<file path="config.mk">
export PLATFORM = sky130hd
export DESIGN_NAME = alu_issue_ctrl
export DESIGN_NICKNAME = d
export VERILOG_FILES = /design/src/rtl/alu_pkg.sv /design/src/rtl/alu_issue_ctrl.sv
export SDC_FILE = /design/constraint.sdc
export NUM_CORES = 1
export LEC_CHECK = 0
export CORE_MARGIN = 2
export CORE_UTILIZATION = 40
export CTS_CLUSTER_SIZE = 30
export DETAILED_ROUTE_END_ITERATION = 16
export GPL_TIMING_DRIVEN = 0
export PLACE_DENSITY = 0.73
export SYNTH_ARGS = -nofsm -noshare
export SYNTH_HDL_FRONTEND = slang
export SYNTH_SLANG_ARGS = --single-unit
</file>
<file path="constraint.sdc">
create_clock -name c -period 2.32 [get_ports c]
set_input_delay 0.232 -clock c [delete_from_list [all_inputs] [get_ports c]]
set_output_delay 0.232 -clock c [all_outputs]
set_load 0.05 [all_outputs]
</file>
<file path="src/rtl/alu_pkg.sv">
// Shared definitions for the ALU issue controller: opcodes, FSM encoding, default latency.
package alu_pkg;

  localparam int unsigned LAT_DEF = 2;

  typedef enum logic [3:0] {
    OP_ADD  = 4'd0,
    OP_SUB  = 4'd1,
    OP_MUL  = 4'd2,
    OP_DIV  = 4'd3,
    OP_SHL  = 4'd4,
    OP_SHR  = 4'd5,
    OP_ROL  = 4'd6,
    OP_ROR  = 4'd7,
    OP_AND  = 4'd8,
    OP_OR   = 4'd9,
    OP_NOR  = 4'd10,
    OP_NAND = 4'd11,
    OP_XOR  = 4'd12,
    OP_XNOR = 4'd13,
    OP_SLT  = 4'd14,
    OP_SEQ  = 4'd15
  } alu_op_e;

  typedef enum logic [1:0] {
    ST_IDLE = 2'd0,
    ST_WAIT = 2'd1,
    ST_RESP = 2'd2
  } state_e;

endpackage

</file>
<file path="src/rtl/alu_issue_ctrl.sv">
// Single-outstanding issue controller: latches a command onto a fixed-latency ALU,
// waits LAT cycles, then presents the captured result with valid/ready.
//   state | meaning
//   IDLE  | ready for a command
//   WAIT  | operands held on the ALU, counting down to a settled result
//   RESP  | response presented until the downstream takes it
module alu_issue_ctrl
  import alu_pkg::*;
#(
  parameter int unsigned LAT   = LAT_DEF,
  parameter int unsigned CNT_W = 16
) (
  input  logic             c,
  input  logic             r,
  input  logic             cmd_valid,
  output logic             cmd_ready,
  input  logic [3:0]       cmd_op,
  input  logic [15:0]      cmd_a,
  input  logic [15:0]      cmd_b,
  input  logic [3:0]       cmd_tag,
  output logic [3:0]       alu_s,
  output logic [15:0]      alu_x,
  output logic [15:0]      alu_y,
  input  logic [31:0]      alu_z,
  output logic             rsp_valid,
  input  logic             rsp_ready,
  output logic [31:0]      rsp_data,
  output logic [3:0]       rsp_tag,
  output logic             rsp_err,
  output logic             busy,
  output logic [CNT_W-1:0] op_cnt
);

  localparam int unsigned WC_W = (LAT < 1) ? 1 : $clog2(LAT + 1);

  state_e           state_q, state_d;
  logic [WC_W-1:0]  wcnt_q, wcnt_d;
  logic [3:0]       alu_s_q, alu_s_d;
  logic [15:0]      alu_x_q, alu_x_d;
  logic [15:0]      alu_y_q, alu_y_d;
  logic [3:0]       tag_q, tag_d;
  logic [31:0]      data_q, data_d;
  logic             err_q, err_d;
  logic [CNT_W-1:0] op_cnt_q, op_cnt_d;
  logic             accept;
  logic             div0;

  assign cmd_ready = (state_q == ST_IDLE);
  assign accept    = cmd_valid && cmd_ready;
  assign div0      = (cmd_op == OP_DIV) && (cmd_b == 16'd0);

  always_comb begin
    state_d  = state_q;
    wcnt_d   = wcnt_q;
    alu_s_d  = alu_s_q;
    alu_x_d  = alu_x_q;
    alu_y_d  = alu_y_q;
    tag_d    = tag_q;
    data_d   = data_q;
    err_d    = err_q;
    op_cnt_d = op_cnt_q;
    unique case (state_q)
      ST_IDLE: begin
        if (accept) begin
          tag_d = cmd_tag;
          // Divide by zero never reaches the ALU; operands stay as they were.
          if (div0) begin
            data_d  = 32'd0;
            err_d   = 1'b1;
            state_d = ST_RESP;
          end else begin
            alu_s_d = cmd_op;
            alu_x_d = cmd_a;
            alu_y_d = cmd_b;
            wcnt_d  = WC_W'(LAT);
            err_d   = 1'b0;
            state_d = ST_WAIT;
          end
        end
      end
      ST_WAIT: begin
        if (wcnt_q == '0) begin
          data_d  = alu_z;
          state_d = ST_RESP;
        end else begin
          wcnt_d = wcnt_q - WC_W'(1);
        end
      end
      ST_RESP: begin
        if (rsp_ready) begin
          op_cnt_d = op_cnt_q + CNT_W'(1);
          state_d  = ST_IDLE;
        end
      end
      default: state_d = ST_IDLE;
    endcase
  end

  always_ff @(posedge c) begin
    if (r) begin
      state_q  <= ST_IDLE;
      wcnt_q   <= '0;
      alu_s_q  <= '0;
      alu_x_q  <= '0;
      alu_y_q  <= '0;
      tag_q    <= '0;
      data_q   <= '0;
      err_q    <= 1'b0;
      op_cnt_q <= '0;
    end else begin
      state_q  <= state_d;
      wcnt_q   <= wcnt_d;
      alu_s_q  <= alu_s_d;
      alu_x_q  <= alu_x_d;
      alu_y_q  <= alu_y_d;
      tag_q    <= tag_d;
      data_q   <= data_d;
      err_q    <= err_d;
      op_cnt_q <= op_cnt_d;
    end
  end

  assign alu_s     = alu_s_q;
  assign alu_x     = alu_x_q;
  assign alu_y     = alu_y_q;
  assign rsp_valid = (state_q == ST_RESP);
  assign rsp_data  = data_q;
  assign rsp_tag   = tag_q;
  assign rsp_err   = err_q;
  assign busy      = (state_q != ST_IDLE);
  assign op_cnt    = op_cnt_q;

endmodule

</file>
Word level (Yosys, flattened, before mapping)
Index checks and enable logic that the tools add are counted.

operators by class
  $add $sub $neg = 2
  equality and inequality tests = 9
  muxes and demuxes = 14
  bitwise logic cells = 1
  reductions and logical operators = 13

operators with widths
  cell                     count
  $mux W32                 3
  $pmux W32 S2             1
  $add A16 B1 Y16 const B  1
  $logic_not A16 Y1        1
  $mux W2                  7
  $reduce_and A4 Y1        2
  $ne A2 B1 Y1 const B     3
  $ne A2 B2 Y1 const B     3
  $pmux W2 S3              1
  $reduce_and A3 Y1        2
  $eq A4 B2 Y1 const B     1
  $logic_not A2 Y1         2
  $pmux W2 S2              1
  $reduce_and A2 Y1        2
  $reduce_bool A2 Y1       2
  $eq A2 B1 Y1 const B     1
  $eq A2 B2 Y1 const B     1
  $logic_and A1 B1 Y1      2
  $sub A2 B1 Y2 const B    1
  $mux W1                  1
  $not A1 Y1               1

word-level totals
  register bits after elaboration = 93
  input port bits = 76
  output and inout port bits = 92

Longest topological paths before layout
  depth after elaboration = 5
  mapped depth = 7
  gate-level depth less buffers = 6

Worst setup path after synthesis
Ideal clock, no wire load.

  kind = register -> register
  start = register state_q[1]
  end = register alu_s_q[2], in the netlist alu_s[2]
  setup time = 0.122 ns
  arrival = 2.134 ns
  data required time = 2.198 ns
  slack = 0.064 ns
  stages on the path, launching flop included = 7
  buffers on the path = 2
  cells stage by stage = dfxtp_1 -> buf_4 -> nor2_1 -> nand2_1 -> buf_2 -> and3_1 -> a311o_1

on the way
  longest elaborated chain between the ends = 3

RTL lines
  what                                    RTL line               text
  start, declared                         alu_issue_ctrl.sv:36   state_e state_q, state_d;
  start signal, assigned                  alu_issue_ctrl.sv:111  state_q <= state_d;
  $logic_not A2 Y1 (*)                    alu_issue_ctrl.sv:48   assign cmd_ready = (state_q == ST_IDLE);
  named net cmd_ready                     alu_issue_ctrl.sv:16   output logic cmd_ready,
  $logic_and A1 B1 Y1                     alu_issue_ctrl.sv:49   assign accept = cmd_valid && cmd_ready;
  $reduce_and A3 Y1 (no source line) (*)  n/a
  end signal, assigned                    alu_issue_ctrl.sv:113  alu_s_q <= alu_s_d;
  end, declared                           alu_issue_ctrl.sv:38   logic [3:0] alu_s_q, alu_s_d;

The timed path passes the listed nets; every way through them passes the cells marked *.
A chain may end at the register's enable or synchronous reset.

Final worst setup path
  start = register state_q[1]
  end = output busy

on the way
  longest elaborated chain between the ends = 1

RTL lines
  what                RTL line               text
  $reduce_bool A2 Y1  alu_issue_ctrl.sv:130  assign busy = (state_q != ST_IDLE);
  end, declared       alu_issue_ctrl.sv:30   output logic busy,

No other way between the ends.

==> results.cfg <==
[synthesis]
synth_top_family_by_area = compound AO/OA/AOI/OAI gates
seq_area_frac_synth = 0.393
muxShareOfSynthArea = 0.0401
ys_warn_count = 0
synth.avg_cell_area_um2 = 9.03
async_flop_share = 0
yosys_most_used_dff = dfxtp_1
synth_top_area_frac = 0.393
synth_top_cell_by_area = dfxtp_1
synth_simple_gate_area_frac = 0.236
synth_nets = 603
yosys_register_bits = 93
synth_compound_area_frac = 0.254
netlist_area_mm2 = 0.00474
synth_fa_ha_area_frac = 0.00528
yosys-top-cells-area = dfxtp_1 (39%), a221o_1 (11%), a32o_1 (6.8%)
ys_types = 44
synth_edf_count = 0
synth_xor_xnor_area_share = 0.0148
syn_inst = 525

[pwr]
seq_power_share = 0.344
pwr-share-clk = 0.226
ir_drop_uv = 648
p_switching_mw = 2.50
combPwrFrac = 0.430
leakage_nw = 2.51
internal_power_mw = 3.71
swShare = 0.403
powerDensity_mw_per_mm2 = 904

[floorplanning]
core_mm2 = 0.0115
initial_core_util = 0.413
io_pins = 168
placementRows = 39
die_area_mm2 = 0.0127
die_w_um = 113
die_h_um = 113

[clock_tree]
clock_path_buffers = 2
numCtsBuffers = 9
postCtsHoldBufs = 0
clock_latency_ps = 340
cts_tree = yes
post_cts_buffers = 0
root_buffer = clkbuf_16
cts_resized = 0
clkTransAtPathRegs_ps = 70
cts_sinks = 93
cts-htree-levels = 3

[detailed_routing]
wl_per_cell_um = 17.8
drtIter0Drc = 383
antenna_left = 0
routed_wl_mm = 15.1
viasPerCell = 5.89
firstDrtPassIters = 5
drcViolationCount = 0
vias = 5009

[worst_hold_path]
hp-start = r
worstHoldEndpoint = alu_x[2]
hold_path.class = primary input to register
hold_depth = 3

[critical_path]
arrival_ps = 1930
start_kind = register
required_ps = 2090
reg2reg_depth = 7
reg2reg_from = state_q[1]
path_buf_inv = 3
cp-end-kind = output pin
slowest_delay_ps = 740
crit_family = buffers and inverters
path_max_fanout = 10
r2r_setup_slack_ps = 340
crit_slowest_cell = clkdlybuf4s50_1
criticalPathCategory = register to output pin
crit_chain = buf_4 > nor2_1 > inv_1 > clkdlybuf4s50_1
r2r_end = alu_y[14]

[layout]
design_area_mm2 = 0.00687
n_antenna_cell = 0
syn_to_final_growth_pct = 45.0
drive_gt1_frac = 0.0523
nFillCells = 1004
multi_input_area_mm2 = 0.00262
regArea_mm2 = 0.00186
fin_nets = 780

[sta]
max_slew_margin = 0.605
setup_slack_ps = 157
slew_violations = 0
min_period_ps = 2160
fin_crit_sh = 0.933
worstMarginPinSlew_ps = 588
fmax_ghz = 0.462
hold_ws_ps = 432
hold_viol_final = 0
setup_viol = 0
finClkSkew_ps = 8.12
rsz0062_at_grt = no

[flow_run]
maxCapViolations = 0

[global_routing]
antenna_found_initial = 0
overflow = 0
grt_max_degree = 16
grt_pass1_vias = 4911
track_usage = 0.233
use_met3 = 0.0509
grt_pass1_wl_mm = 24.4
met1_usage = 0.289
grtUsageMet2 = 0.401
busiest_layer = met2

[place]
io_buffer_count = 166
dp_hpwl_mm = 11.2
pre_cts_ws_ps = -246
place_area_mm2 = 0.00658
gpl.final_weighted_congestion = 0.837

[run_status]
outcome = completed
[tightest hold or removal path, stage by stage]
cell and delay, ps:
buf_2 170, nor2b_1 170, a221o_1 160
[layout make-up]
type / instances / share of cell area
Timing Repair Buffer: 166 / 0.242
Multi-Input combinational cell: 372 / 0.381
Tap cell: 143 / 0.0260
Clock inverter: 6 / 0.00564
Inverter: 6 / 0.00328
Clock buffer: 10 / 0.0348
Buffer: 54 / 0.0359
Sequential cell: 93 / 0.271
[power groups by stage]
stage | Combinational (mW) | Sequential [mW] | Clock, mW
after floorplan | 0.725 | 3.16 | 0
after global placement | 2.62 | 2.14 | 0
after detailed placement | 2.67 | 2.16 | 0
after CTS | 2.68 | 2.13 | 1.43
after global routing | 2.79 | 2.17 | 1.49
final | 2.67 | 2.14 | 1.41
[cell usage after synthesis (3+ instances only)]
cell / n
a211oi_1: 13
a21o_1: 3
a21oi_1: 26
a221o_1: 50
a311o_1: 6
a32o_1: 32
and3_1: 33
and4_1: 3
buf_1: 7
buf_2: 7
buf_4: 3
buf_6: 3
clkbuf_1: 33
dfxtp_1: 93
inv_1: 6
mux2i_1: 19
nand2_1: 59
nand2b_1: 3
nand3_1: 7
nand4_1: 4
nor2_1: 22
nor2b_1: 37
nor3_1: 7
nor3b_1: 7
nor4_1: 5
o31ai_1: 6
or4_1: 6
xnor2_1: 3
xor2_1: 5
[stage by stage]
step	utilization	std cells	power [mW]	TNS (ps)
global route	0.599	850	6.46	0
finish	0.599	850	6.21	0
global placement	0.574	834	4.77	-4230
detailed placement	0.574	834	4.83	-4660
CTS	0.598	850	6.24	0
floorplan	-	525	3.89	0
[placed cells by master (no fill, tap or decap), drive strengths merged, types with 2 or more instances in the layout]
master and instances:
nand2b 3, ha 2, a221o 50, nor2 23, inv 6, and3 33, clkinv 4, nand3 7
nor2b 37, mux2i 19, xor2 5, or4 7, a311o 6, clkinvlp 2, a21o 3, nor4 6
and4 3, buf 20, nor3 7, nor4bb 2, clkbuf 44, a32o 32, nand4 4, dfxtp 93
nand2 59, clkdlybuf4s50 165, nor3b 7, o31ai 6, a21oi 26, xnor2 3, a211oi 13
[worst max path at each step]
stage	start	end	slack, ps	depth (start not counted)
after CTS	state_q[1]	cmd_ready	80	3
after floorplan	state_q[1]	alu_s[2]	60	6
after detailed placement	cmd_b[11]	rsp_data[19]	-250	6
after global placement	cmd_b[11]	rsp_data[19]	-220	6
after global routing	cmd_b[7]	rsp_data[12]	7	6
final	state_q[1]	busy	160	4
[metal layers]
layer | routed length (um) | up-vias
met1 | 6480 | 2467
met4 | 250 | 0
met3 | 897 | 19
met5 | 0 | -
li1 | - | 2366
met2 | 7500 | 157
[registers in the layout, summed over array words and instances, names as in the netlist, 2 cells and up]
signal / cells
alu_s: 4
rsp_data: 32
op_cnt: 16
alu_x: 16
alu_y: 16
state_q: 2
rsp_tag: 4
wcnt_q: 2
[logic make-up after synthesis]
group,after synthesis
AO/OA/AOI/OAI,140
XOR/XNOR,8
adder cells (fa/ha/maj),2
buffers and inverters,60
flip-flops,93
multiplexers,19
AND/OR/NAND/NOR,203
Note: power is estimated with default switching activity, not from simulation.
